## src/rtl/vrased_pkg.sv

```systemverilog
`default_nettype none
// ============================================================================
//  Module   : vrased_pkg
//  Purpose  : Shared types and constants for the VRASED violation-reset
//             sequencer (state encoding, default reset vector).
//  Revision : 1.0 - initial release
// ============================================================================
package vrased_pkg;

    // Sequencer states. ASSERT is the reset-driving state and is also the
    // state entered from rst.
    typedef enum logic [1:0] {
        ASSERT = 2'd0,
        WAIT   = 2'd1,
        RUN    = 2'd2
    } state_e;

    // Default CPU reset vector.
    localparam logic [15:0] C_RESET_HANDLER_DEFAULT = 16'h0000;

endpackage : vrased_pkg
`default_nettype wire

```

## src/rtl/vrased_hold_timer.sv

```systemverilog
`default_nettype none
// ============================================================================
//  Module   : vrased_hold_timer
//  Purpose  : Reloadable down-counter with a zero flag. It times the minimum
//             width of the system reset pulse.
//  Ports    : clk     - clock
//             rst     - synchronous active-high reset (loads START_VAL)
//             i_load  - reload the counter with START_VAL
//             i_dec   - decrement by one (stops at zero)
//             o_zero  - counter is zero
//  Revision : 1.0 - initial release
// ============================================================================
module vrased_hold_timer #(
    parameter int START_VAL = 15
) (
    input  logic clk,
    input  logic rst,
    input  logic i_load,
    input  logic i_dec,
    output logic o_zero
);

    localparam int c_W = (START_VAL > 1) ? $clog2(START_VAL + 1) : 1;
    localparam logic [c_W-1:0] c_START = c_W'(START_VAL);

    logic [c_W-1:0] r_count;

    always_ff @(posedge clk) begin
        if (rst) begin
            r_count <= c_START;
        end else if (i_load) begin
            r_count <= c_START;
        end else if (i_dec && (r_count != '0)) begin
            r_count <= r_count - c_W'(1);
        end
    end

    assign o_zero = (r_count == '0);

endmodule : vrased_hold_timer
`default_nettype wire

```

## src/rtl/vrased_reset_seq.sv

```systemverilog
`default_nettype none
// ============================================================================
//  Module   : vrased_reset_seq
//  Purpose  : Merges per-monitor violation requests into one registered
//             system reset of guaranteed minimum width. After the pulse, the
//             CPU must reach the reset handler before normal run resumes.
//             An optional debug log records sticky causes and a saturating
//             count of reset events.
//  Macro    : VRASED_VIOL_LOG_EN - when defined, cause / viol_cnt are
//             implemented; otherwise both are tied to zero and cause_clr is
//             ignored. Sequencing is identical in both builds.
//  Ports    : clk          - clock
//             rst          - synchronous active-high reset
//             viol         - per-monitor reset requests (level, active-high)
//             pc           - CPU program counter
//             cause_clr    - clear strobe for cause / viol_cnt
//             sys_reset    - registered system reset (high in ASSERT)
//             in_recovery  - registered, high in ASSERT and WAIT
//             cause        - sticky causes, bit N_SRC = handler timeout
//             viol_cnt     - saturating reset-event count
//  Revision : 1.0 - initial release
// ============================================================================
module vrased_reset_seq
    import vrased_pkg::*;
#(
    parameter int          N_SRC         = 4,
    parameter int          HOLD_CYCLES   = 16,
    parameter int          WAIT_TIMEOUT  = 64,
    parameter logic [15:0] RESET_HANDLER = C_RESET_HANDLER_DEFAULT,
    parameter int          CNT_W         = 8
) (
    input  logic             clk,
    input  logic             rst,
    input  logic [N_SRC-1:0] viol,
    input  logic [15:0]      pc,
    input  logic             cause_clr,
    output logic             sys_reset,
    output logic             in_recovery,
    output logic [N_SRC:0]   cause,
    output logic [CNT_W-1:0] viol_cnt
);

    localparam int c_WCNT_W = (WAIT_TIMEOUT > 1) ? $clog2(WAIT_TIMEOUT) : 1;
    localparam logic [c_WCNT_W-1:0] c_WCNT_MAX = c_WCNT_W'(WAIT_TIMEOUT - 1);

    state_e              r_state;
    state_e              w_next_state;
    logic [c_WCNT_W-1:0] r_wcnt;
    logic [c_WCNT_W-1:0] w_wcnt_next;
    logic                r_sys_reset;
    logic                r_in_recovery;
    logic                w_any_viol;
    logic                w_hold_load;
    logic                w_hold_dec;
    logic                w_hold_zero;
    logic                w_event;    // new reset event (entry into ASSERT)
    logic                w_timeout;  // handler not reached in time

    assign w_any_viol = |viol;

    vrased_hold_timer #(
        .START_VAL (HOLD_CYCLES - 1)
    ) u_hold_timer (
        .clk    (clk),
        .rst    (rst),
        .i_load (w_hold_load),
        .i_dec  (w_hold_dec),
        .o_zero (w_hold_zero)
    );

    always_ff @(posedge clk) begin
        if (rst) begin
            r_state       <= ASSERT;
            r_wcnt        <= '0;
            r_sys_reset   <= 1'b1;
            r_in_recovery <= 1'b1;
        end else begin
            r_state       <= w_next_state;
            r_wcnt        <= w_wcnt_next;
            // Outputs are registered from the next state so they line up
            // exactly with the state register.
            r_sys_reset   <= (w_next_state == ASSERT);
            r_in_recovery <= (w_next_state != RUN);
        end
    end

    always_comb begin
        w_next_state = r_state;
        w_wcnt_next  = r_wcnt;
        w_hold_load  = 1'b0;
        w_hold_dec   = 1'b0;
        w_event      = 1'b0;
        w_timeout    = 1'b0;
        unique case (r_state)
            RUN: begin
                if (w_any_viol) begin
                    w_next_state = ASSERT;
                    w_hold_load  = 1'b1;
                    w_event      = 1'b1;
                end
            end
            ASSERT: begin
                // A request held during ASSERT stretches the pulse but is
                // the same event, so it is not counted again.
                if (w_any_viol) begin
                    w_hold_load = 1'b1;
                end else if (w_hold_zero) begin
                    w_next_state = WAIT;
                    w_wcnt_next  = '0;
                end else begin
                    w_hold_dec = 1'b1;
                end
            end
            WAIT: begin
                if (w_any_viol) begin
                    w_next_state = ASSERT;
                    w_hold_load  = 1'b1;
                    w_event      = 1'b1;
                end else if (pc == RESET_HANDLER) begin
                    w_next_state = RUN;
                end else if (r_wcnt == c_WCNT_MAX) begin
                    w_next_state = ASSERT;
                    w_hold_load  = 1'b1;
                    w_event      = 1'b1;
                    w_timeout    = 1'b1;
                end else begin
                    w_wcnt_next = r_wcnt + c_WCNT_W'(1);
                end
            end
            default: begin
                w_next_state = ASSERT;
                w_hold_load  = 1'b1;
            end
        endcase
    end

    assign sys_reset   = r_sys_reset;
    assign in_recovery = r_in_recovery;

`ifdef VRASED_VIOL_LOG_EN
    logic [N_SRC:0]   r_cause;
    logic [CNT_W-1:0] r_viol_cnt;
    logic [N_SRC:0]   w_cause_base;
    logic [CNT_W-1:0] w_cnt_base;

    // Clear first, then OR in this cycle's causes so a set wins over clear.
    always_comb begin
        w_cause_base = cause_clr ? '0 : r_cause;
        w_cnt_base   = cause_clr ? '0 : r_viol_cnt;
    end

    always_ff @(posedge clk) begin
        if (rst) begin
            r_cause    <= '0;
            r_viol_cnt <= '0;
        end else begin
            r_cause <= w_cause_base | {w_timeout, viol};
            if (w_event && (w_cnt_base != {CNT_W{1'b1}})) begin
                r_viol_cnt <= w_cnt_base + CNT_W'(1);
            end else begin
                r_viol_cnt <= w_cnt_base;
            end
        end
    end

    assign cause    = r_cause;
    assign viol_cnt = r_viol_cnt;
`else
    logic w_unused;
    assign w_unused = ^{cause_clr, w_event, w_timeout};
    assign cause    = '0;
    assign viol_cnt = '0;
`endif

endmodule : vrased_reset_seq
`default_nettype wire
```

## config.mk

```make
export PLATFORM = sky130hd
export DESIGN_NAME = vrased_reset_seq
export DESIGN_NICKNAME = d
export VERILOG_FILES = /design/src/rtl/vrased_pkg.sv /design/src/rtl/vrased_hold_timer.sv /design/src/rtl/vrased_reset_seq.sv
export SDC_FILE = /design/constraint.sdc
export NUM_CORES = 1
export LEC_CHECK = 0
export ABC_AREA = 1
export CORE_MARGIN = 5
export CORE_UTILIZATION = 44
export CTS_BUF_LIST = sky130_fd_sc_hd__clkbuf_8
export DETAILED_ROUTE_END_ITERATION = 8
export GPL_TIMING_DRIVEN = 0
export PLACE_DENSITY = 0.78
export SKIP_CTS_REPAIR_TIMING = 1
export SYNTH_ARGS = -nofsm -noshare
export SYNTH_HDL_FRONTEND = slang
export SYNTH_SLANG_ARGS = --single-unit
```

## constraint.sdc

```tcl
create_clock -name clk -period 1.7 [get_ports clk]
set_clock_uncertainty 0.05 [all_clocks]
set_input_delay 0.255 -clock clk [delete_from_list [all_inputs] [get_ports clk]]
set_output_delay 0.255 -clock clk [all_outputs]
set_load 0.05 [all_outputs]
```

Word-level counts from Yosys, hierarchy flattened
Cells that the tools add are included.
- equality and inequality tests: 9
- reduce and logical (&&, ||, !) cells: 11
- add/sub/neg operators: 2
- mux-type cells: 21
- operator list (cell ; number):
    6-bit two-way mux ; 5
    16-bit zero test ; 1
    2-bit two-way mux ; 6
    6-bit one-hot mux with 2 select lines ; 1
    2-bit != test, second input constant ; 5
    1-bit two-way mux ; 7
    6-bit by 1-bit adder with 6-bit output, second input constant ; 1
    6-bit equality test, second input constant ; 1
    2-bit one-hot mux with 3 select lines ; 1
    6-bit AND reduction ; 1
    2-bit zero test ; 2
    4-bit zero test ; 1
    4-bit nonzero test ; 1
    2-bit OR reduction ; 2
    4-bit OR reduction ; 1
    4-bit by 1-bit subtractor with 4-bit output, second input constant ; 1
    2-bit by 1-bit equality test with 1-bit output, second input constant ; 1
    2-bit equality test, second input constant ; 1
    2-bit by 1-bit != test with 1-bit output, second input constant ; 1
    1-bit one-hot mux with 2 select lines ; 1
    2-bit nonzero test ; 1
    1-bit logical AND ; 1
- flip-flop bits (word level): 14
- logic and storage cells: 48

Depth between registers and ports, before layout
Gate-level depths: netlist of the first run.
- depth in word-level cells: 6
- mapped depth: 9

Cells and area by module
From an unflattened synthesis of the first run, not the netlist that was laid out.
- cell total of the unflattened synthesis: 143
- area total of the unflattened synthesis: 953.4 µm²
- modules (own cells, without submodules) (module ; instances ; cells each ; seq. area each (µm²) ; area each (µm²)):
    vrased_reset_seq ; 1 ; 110 ; 200.2 ; 720.7
    vrased_hold_timer ; 1 ; 33 ; 80.1 ; 232.7

Worst setup path before layout of the first run
No wires, ideal clock.
- kind: register to register
- start point: reg u_hold_timer.r_count[0]
- end point: reg u_hold_timer.r_count[2]
- cell stages (with the launch flop): 10
- path slack: 0.317 ns
- data arrival time: 1.206 ns
- cells stage by stage: dfxtp_1 > inv_1 > ha_1 > nand2_1 > nand2_1 > nor2_2 > inv_1 > nand2_1 > o21ai_1 > nand3b_1
- longest elaborated chain between the ends: 5
- elaborated cells on any way between the ends: 7
- those cells by class: add/sub: 1; mux: 3; reduce/logical: 3
- RTL lines (element ; RTL line ; text):
    start, declared ; vrased_hold_timer.sv:26 ; logic [c_W-1:0] r_count;
    start signal, assigned ; vrased_hold_timer.sv:30 ; r_count <= c_START;
    start signal, assigned ; vrased_hold_timer.sv:32 ; r_count <= c_START;
    start signal, assigned ; vrased_hold_timer.sv:34 ; r_count <= r_count - c_W'(1);
    4-bit zero test ; vrased_hold_timer.sv:38 ; assign o_zero = (r_count == '0);
    1-bit two-way mux ; vrased_reset_seq.sv:107 ; end else if (w_hold_zero) begin
    1-bit two-way mux ; vrased_reset_seq.sv:105 ; if (w_any_viol) begin
    1-bit two-way mux ; vrased_reset_seq.sv:94 ; unique case (r_state)
    1-bit logical AND ; vrased_hold_timer.sv:33 ; end else if (i_dec && (r_count != '0)) begin
Several ways; a longest one is shown, not always the timed one.
A chain may end at the register's enable or synchronous reset.

==> results of run 1 <==
==> cells in the mapped netlist (all sizes together) <==
library cell  instances  area share
nand2                30        0.13
nor2                 24        0.11
buf                  14        0.11
dfxtp                14        0.30
nand3                12       0.077
inv                  11       0.044
a21oi                 5       0.031
nand3b                5       0.040
o21ai                 4       0.021
xor2                  4       0.037
ha                    2       0.027
nand4                 2       0.020
nor3                  2       0.011
clkinv                1      0.0040
conb                  1      0.0040
o21a                  1      0.0080
o21bai                1      0.0080
or2                   1      0.0067
xnor2                 1      0.0093
==> power groups by stage <==
stage	clock network (mW)	logic [mW]	registers (mW)
after floorplan	0	0.104	0.336
after global placement	0	0.151	0.336
after detailed placement	0	0.153	0.336
after CTS	0.333	0.153	0.328
after global routing	0.351	0.164	0.328
final	0.326	0.155	0.328
==> sequential cells by signal (all words and copies together) (netlist names) <==
register,cells
sys_reset,1
u_hold_timer.r_count,4
in_recovery,1
r_state,2
r_wcnt,6
==> worst reg2reg max path: stages, from the launching register on <==
cell and delay [ps]:
dfxtp_1 370, inv_1 60, ha_1 240, nand2_1 80, nand2_1 60, nor2_2 160, inv_1 110, nand2_1 70
o21ai_1 60, nand3b_1 160
==> logic make-up (layout without fill, tap and decap cells) <==
| group | after synthesis | count (layout) | synth area share |
|---|---|---|---|
| flops | 14 | 14 | 0.298 |
| fa+ha+maj | 2 | 2 | 0.0266 |
| other cells | 1 | 13 | 0.00399 |
| xor+xnor | 5 | 5 | 0.0466 |
| compound gates | 11 | 11 | 0.0679 |
| buf+inv | 26 | 52 | 0.157 |
| simple gates | 76 | 76 | 0.399 |
==> through the flow <==
stage | cell area [um^2] | hold slack, ps | util
4_1_cts | 1290 | 238 | 0.646
5_1_grt | 1300 | 248 | 0.648
6_report | 1300 | 235 | 0.648
3_5_place_dp | 1240 | 468 | 0.619
3_3_place_gp | 1240 | 452 | 0.619
2_1_floorplan | 985 | 435 | -
==> cell usage in the layout (no fill, tap or decap), types with 2 or more instances in the layout <==
cell	instances
nand2_2	2
o21ai_1	3
conb_1	13
xor2_1	4
nand2_1	27
nor3_1	2
clkbuf_8	4
buf_4	13
nor2_2	4
nor2_1	19
ha_1	2
dfxtp_1	14
nand3b_1	5
a21oi_1	4
nand3_1	11
clkdlybuf4s50_1	22
inv_1	11
==> metal layers <==
metal  track usage  wire length, um  vias to the layer above
met3        0.0394               94                        2
met1         0.155              848                      405
li1              -                -                      480
met2         0.279             1180                       24
met4        0.0407               11                        0
met5             0                0                        -
==> worst paths after layout <==
check,end,slack [ps],depth (start not counted)
worst max-delay path,in_recovery,50,1
worst max register to register,u_hold_timer.r_count[2],160,9
worst min register to register,r_wcnt[0],470,2
worst min-delay path,r_wcnt[1],240,2
==> area by class of cell <==
class | count | share of cell area
inverter | 12 | 0.0347
clock buffer | 4 | 0.0425
tap | 27 | 0.0261
sequential | 14 | 0.216
buffer | 14 | 0.0792
timing repair buffer | 22 | 0.170
multi-input combinational | 107 | 0.431
==> results.md, run 1 <==
- Net switching power: 208 uW
- Sw Share: 0.257
- Clock network power share: 0.403
- Placed Cells: roughly 200
- Die width: roughly 56 um
- Min-delay src: rst
- Syn Area/Cell: just under 7 um^2
- Vias per cell: 4.56
- Slew Limit Fails: 0
- Relative slew margins: 0.663
- Pwr dens: between 600 and 700 nW/um^2
- Fin worst setup slack: about 46 ps
- Hold Fails Final Rpt: 0
- Iteration-0 DRC Markers: 24
- Comb power frac: 0.191
- Largest net degree at the start of global routing: 10
- P&R area growth vs syn: 37.9%
- Max Fclk: between 0.6 and 0.7 GHz
- Worst slew pin tran: slightly above 500 ps
- Average wire per standard cell: 10.7 um
- Final setup vio count: 0
- Chip height: between 50 and 60 um
- Clock tree sinks: 14
- CP Launch Type: register
- Max cap viols: 0
- Synth Instances: about 140
- Fin Setup TNS: 0 ps
- PortBufs: 22
- Starting Density: 0.469
- Synth warn: 0
- Library cells used by synthesis: 28
- Top delay family on crit path: buffers and inverters
- Flop pwr share: 0.406
- Core area: between 2000 and 2500 um^2
- Remaining DRCs: 0
- Vias in the first global route: between 900 and 1000
- CP peak stage delay: ~800 ps
- Static Leak: 0.584 nW
- Antenna cells: 0
- Global Route Usage Sum: 0.146
- Die area: 3160 um^2
- Worst R2R Start: u_hold_timer.r_count[0]
- CTS tree: done
- Area of the multi-input gates: between 500 and 600 um^2
- Clock Path Buffers: 2
- Kind of end point of the critical path: primary output
- Synth Register Bits: 14
- Crit path buf inv count: 1
- CTS root buffer: clkbuf_8
- DP HPWL: between 1500 and 2000 um
- GPL Wtd Cong: between 0.7 and 0.8
- Post-synthesis sequential area ratio: 0.298
- Number of CTS-inserted buffers: 3
- WS Path Type: register to primary output
- Internal power: around 600 uW
- Antenna-violating nets left: 0
- CP Max Fanout: 1
- Final std cells w/o fill: 200
- Worst Hold Class: input pin to register
- Slowest CP cell: clkdlybuf4s50_1
- Critical Path AT: 1350 ps
- Total gr overflow: 0
- Htree depth: 1
- Worst vdd ir: 438 uV
- # rows: 16
- Share of post-route cells with drive strength above 1: 0.173
- Fin nets: roughly 200
- Clk slew on worst S/H paths: 60 ps
- Outcome: finished clean
- Seq. cell area: around 280 um^2
- Vias: around 910
- Initial antenna violation count: 0
- Pwr Total: approximately 800 uW
- Min cycle time layout: ~1700 ps
- Dpl ws: -72.9 ps
- RSZ-0062 raised after global routing: false
- Total wire length: about 2100 um
- Fillers: 198
- Required @ worst endpoint: 1390 ps
- Worst-skew pair later-pin latency: 250 ps
- First-pass GRT wire length: around 3800 um
- I/O pin total: 38
- Drt pass-1 iters: 4
- Post-synthesis cell area: between 900 and 1000 um^2
- Critical path cell sequence: clkdlybuf4s50_1
- Crit path launch: in_recovery
- Period Utilization, post-route: 0.973
No activity file was read; power rests on OpenSTA's default activity.
==> run 2: changes to the inputs <==
--- a/config.mk
+++ b/config.mk
@@ -16,3 +16,4 @@
 export SYNTH_ARGS = -nofsm -noshare
 export SYNTH_HDL_FRONTEND = slang
 export SYNTH_SLANG_ARGS = --single-unit
+export TNS_END_PERCENT = 1
==> results of run 2 <==
No change in the layout: final DEF, timing and power equal those of run 1.
==> run 3: changes to the inputs <==
--- a/config.mk
+++ b/config.mk
@@ -7,11 +7,11 @@
 export LEC_CHECK = 0
 export ABC_AREA = 1
 export CORE_MARGIN = 5
-export CORE_UTILIZATION = 44
-export CTS_BUF_LIST = sky130_fd_sc_hd__clkbuf_8
+export CORE_UTILIZATION = 42
 export DETAILED_ROUTE_END_ITERATION = 8
 export GPL_TIMING_DRIVEN = 0
-export PLACE_DENSITY = 0.78
+export MAX_ROUTING_LAYER = met4
+export PLACE_DENSITY = 0.75
 export SKIP_CTS_REPAIR_TIMING = 1
 export SYNTH_ARGS = -nofsm -noshare
 export SYNTH_HDL_FRONTEND = slang
==> results.md, run 3 (synthesis gave the netlist of run 1 again) <==
- Commonest non-fill, non-tap cell in the layout: nand2_1
- Worst slew pin tran: slightly above 500 ps
- RSZ-0062 raised after global routing: false
- Die area: between 3000 and 4000 um^2
- Starting Density: 0.433
- Total gr overflow: 0
- Total wire length: around 2000 um
- Fin area: between 1000 and 1500 um^2
- DP HPWL: ~1700 um
- Die width: about 57 um
- Worst vdd ir: roughly 440 uV
- Fin Setup TNS: 0 ps
- Antenna-violating nets left: 0
- Clock tree sinks: 14
- Pwr dens: 567 nW/um^2
- Pwr Total: 726 uW
- Core area: about 2200 um^2
- GPL Wtd Cong: 0.838
- CP Launch Type: register
- Layout Utilization: 0.591
- CTS tree: done
- Remaining DRCs: 0
- Top flop regs: r_wcnt x6, u_hold_timer.r_count x4, r_state x2
- # rows: 17
- WS Path Type: register to register
- CTS root buffer: clkbuf_4
- Antenna cells: 0
- CP Max Fanout: 5
- Share of post-route cells with drive strength above 1: 0.168
- Chip height: about 57 um
- Final hold slack: roughly 200 ps
- Final setup vio count: 0
- Initial antenna violation count: 0
- Worst-skew pair later-pin latency: roughly 290 ps
- Fillers: 201
- I/O pin total: 38
- Drt pass-1 iters: 4
- Iteration-0 DRC Markers: 15
- Critical Path AT: roughly 1700 ps
- Worst Hold Class: input pin to register
- Biggest register: r_wcnt
- Clk slew on worst S/H paths: 90 ps
- Max Fclk: 0.662 GHz
- Slew Limit Fails: 0
- Placed Area: approximately 1200 um^2
- Relative slew margins: 0.662
- Htree depth: 1
- Commonest non-fill, non-tap cells in the layout: nand2_1 (28), clkdlybuf4s50_1 (20), nor2_1 (19)
- Largest net degree at the start of global routing: 10
- Vias in the first global route: 818
- Vias: approximately 860
- Fin worst setup slack: between 150 and 200 ps
- Clock Path Buffers: 2
- Required @ worst endpoint: roughly 1800 ps
- Max reg flops: 6
- Average wire per standard cell: 9.82 um
- Placed Cells: between 150 and 200
- Vias per cell: between 4 and 5
- Min cycle time layout: 1510 ps
- Static Leak: approximately 0.57 nW
- First-pass GRT wire length: around 3300 um
- Number of CTS-inserted buffers: 3
- Period Utilization, post-route: 0.888
- Final std cells w/o fill: ~200
- Hold Fails Final Rpt: 0
- Fin nets: around 200
- PortBufs: 22
- Kind of end point of the critical path: register
- Global Route Usage Sum: 0.132
- Dpl ws: -82.9 ps
- Max cap viols: 0
- Outcome: finished clean
- P&R area growth vs syn: 36.4%
==> run 3: critical path, cell delays in order, from the launching register on <==
cell and delay [ps]:
dfxtp_1 340, ha_1 210, nand2_1 70, inv_1 60
nand4_1 170, nand2_1 80, nand2_1 150, nand2_1 90
o21ai_0 140, inv_1 50
==> run 3: final cells by class <==
class                           count  area, um^2  share of cell area
Timing Repair Buffer               22         225               0.176
Multi-Input combinational cell    107         557               0.435
Buffer                             14         103              0.0801
Sequential cell                    14         280               0.219
Tap cell                           28        35.0              0.0273
Inverter                           12        45.0              0.0352
Clock buffer                        4        36.3              0.0283
==> run 3: power breakdown <==
| part | leakage, nW | switching, mW | internal [mW] |
|---|---|---|---|
| combinational | 0.441 | 0.0861 | 0.0680 |
| sequential | 0.113 | 0.000186 | 0.328 |
| clock | 0.0210 | 0.114 | 0.131 |
==> run 3: path summary, 6_finish.rpt <==
| path | start | cells past startpoint | to | slack (ps) |
|---|---|---|---|---|
| setup / recovery | r_wcnt[0] | 9 | sys_reset | 190 |
| setup reg to reg | r_wcnt[0] | 9 | sys_reset | 190 |
| hold reg to reg | r_wcnt[0] | 2 | r_wcnt[0] | 480 |
| hold / removal | rst | 2 | r_wcnt[3] | 200 |
==> run 3: routing by layer <==
layer / part of all wire / GRT usage / up-vias
li1: - / - / 478
met1: 0.39 / 0.122 / 370
met2: 0.55 / 0.251 / 12
met3: 0.041 / 0.0407 / 3
met4: 0.013 / 0.0497 / 0
met5: 0 / - / -
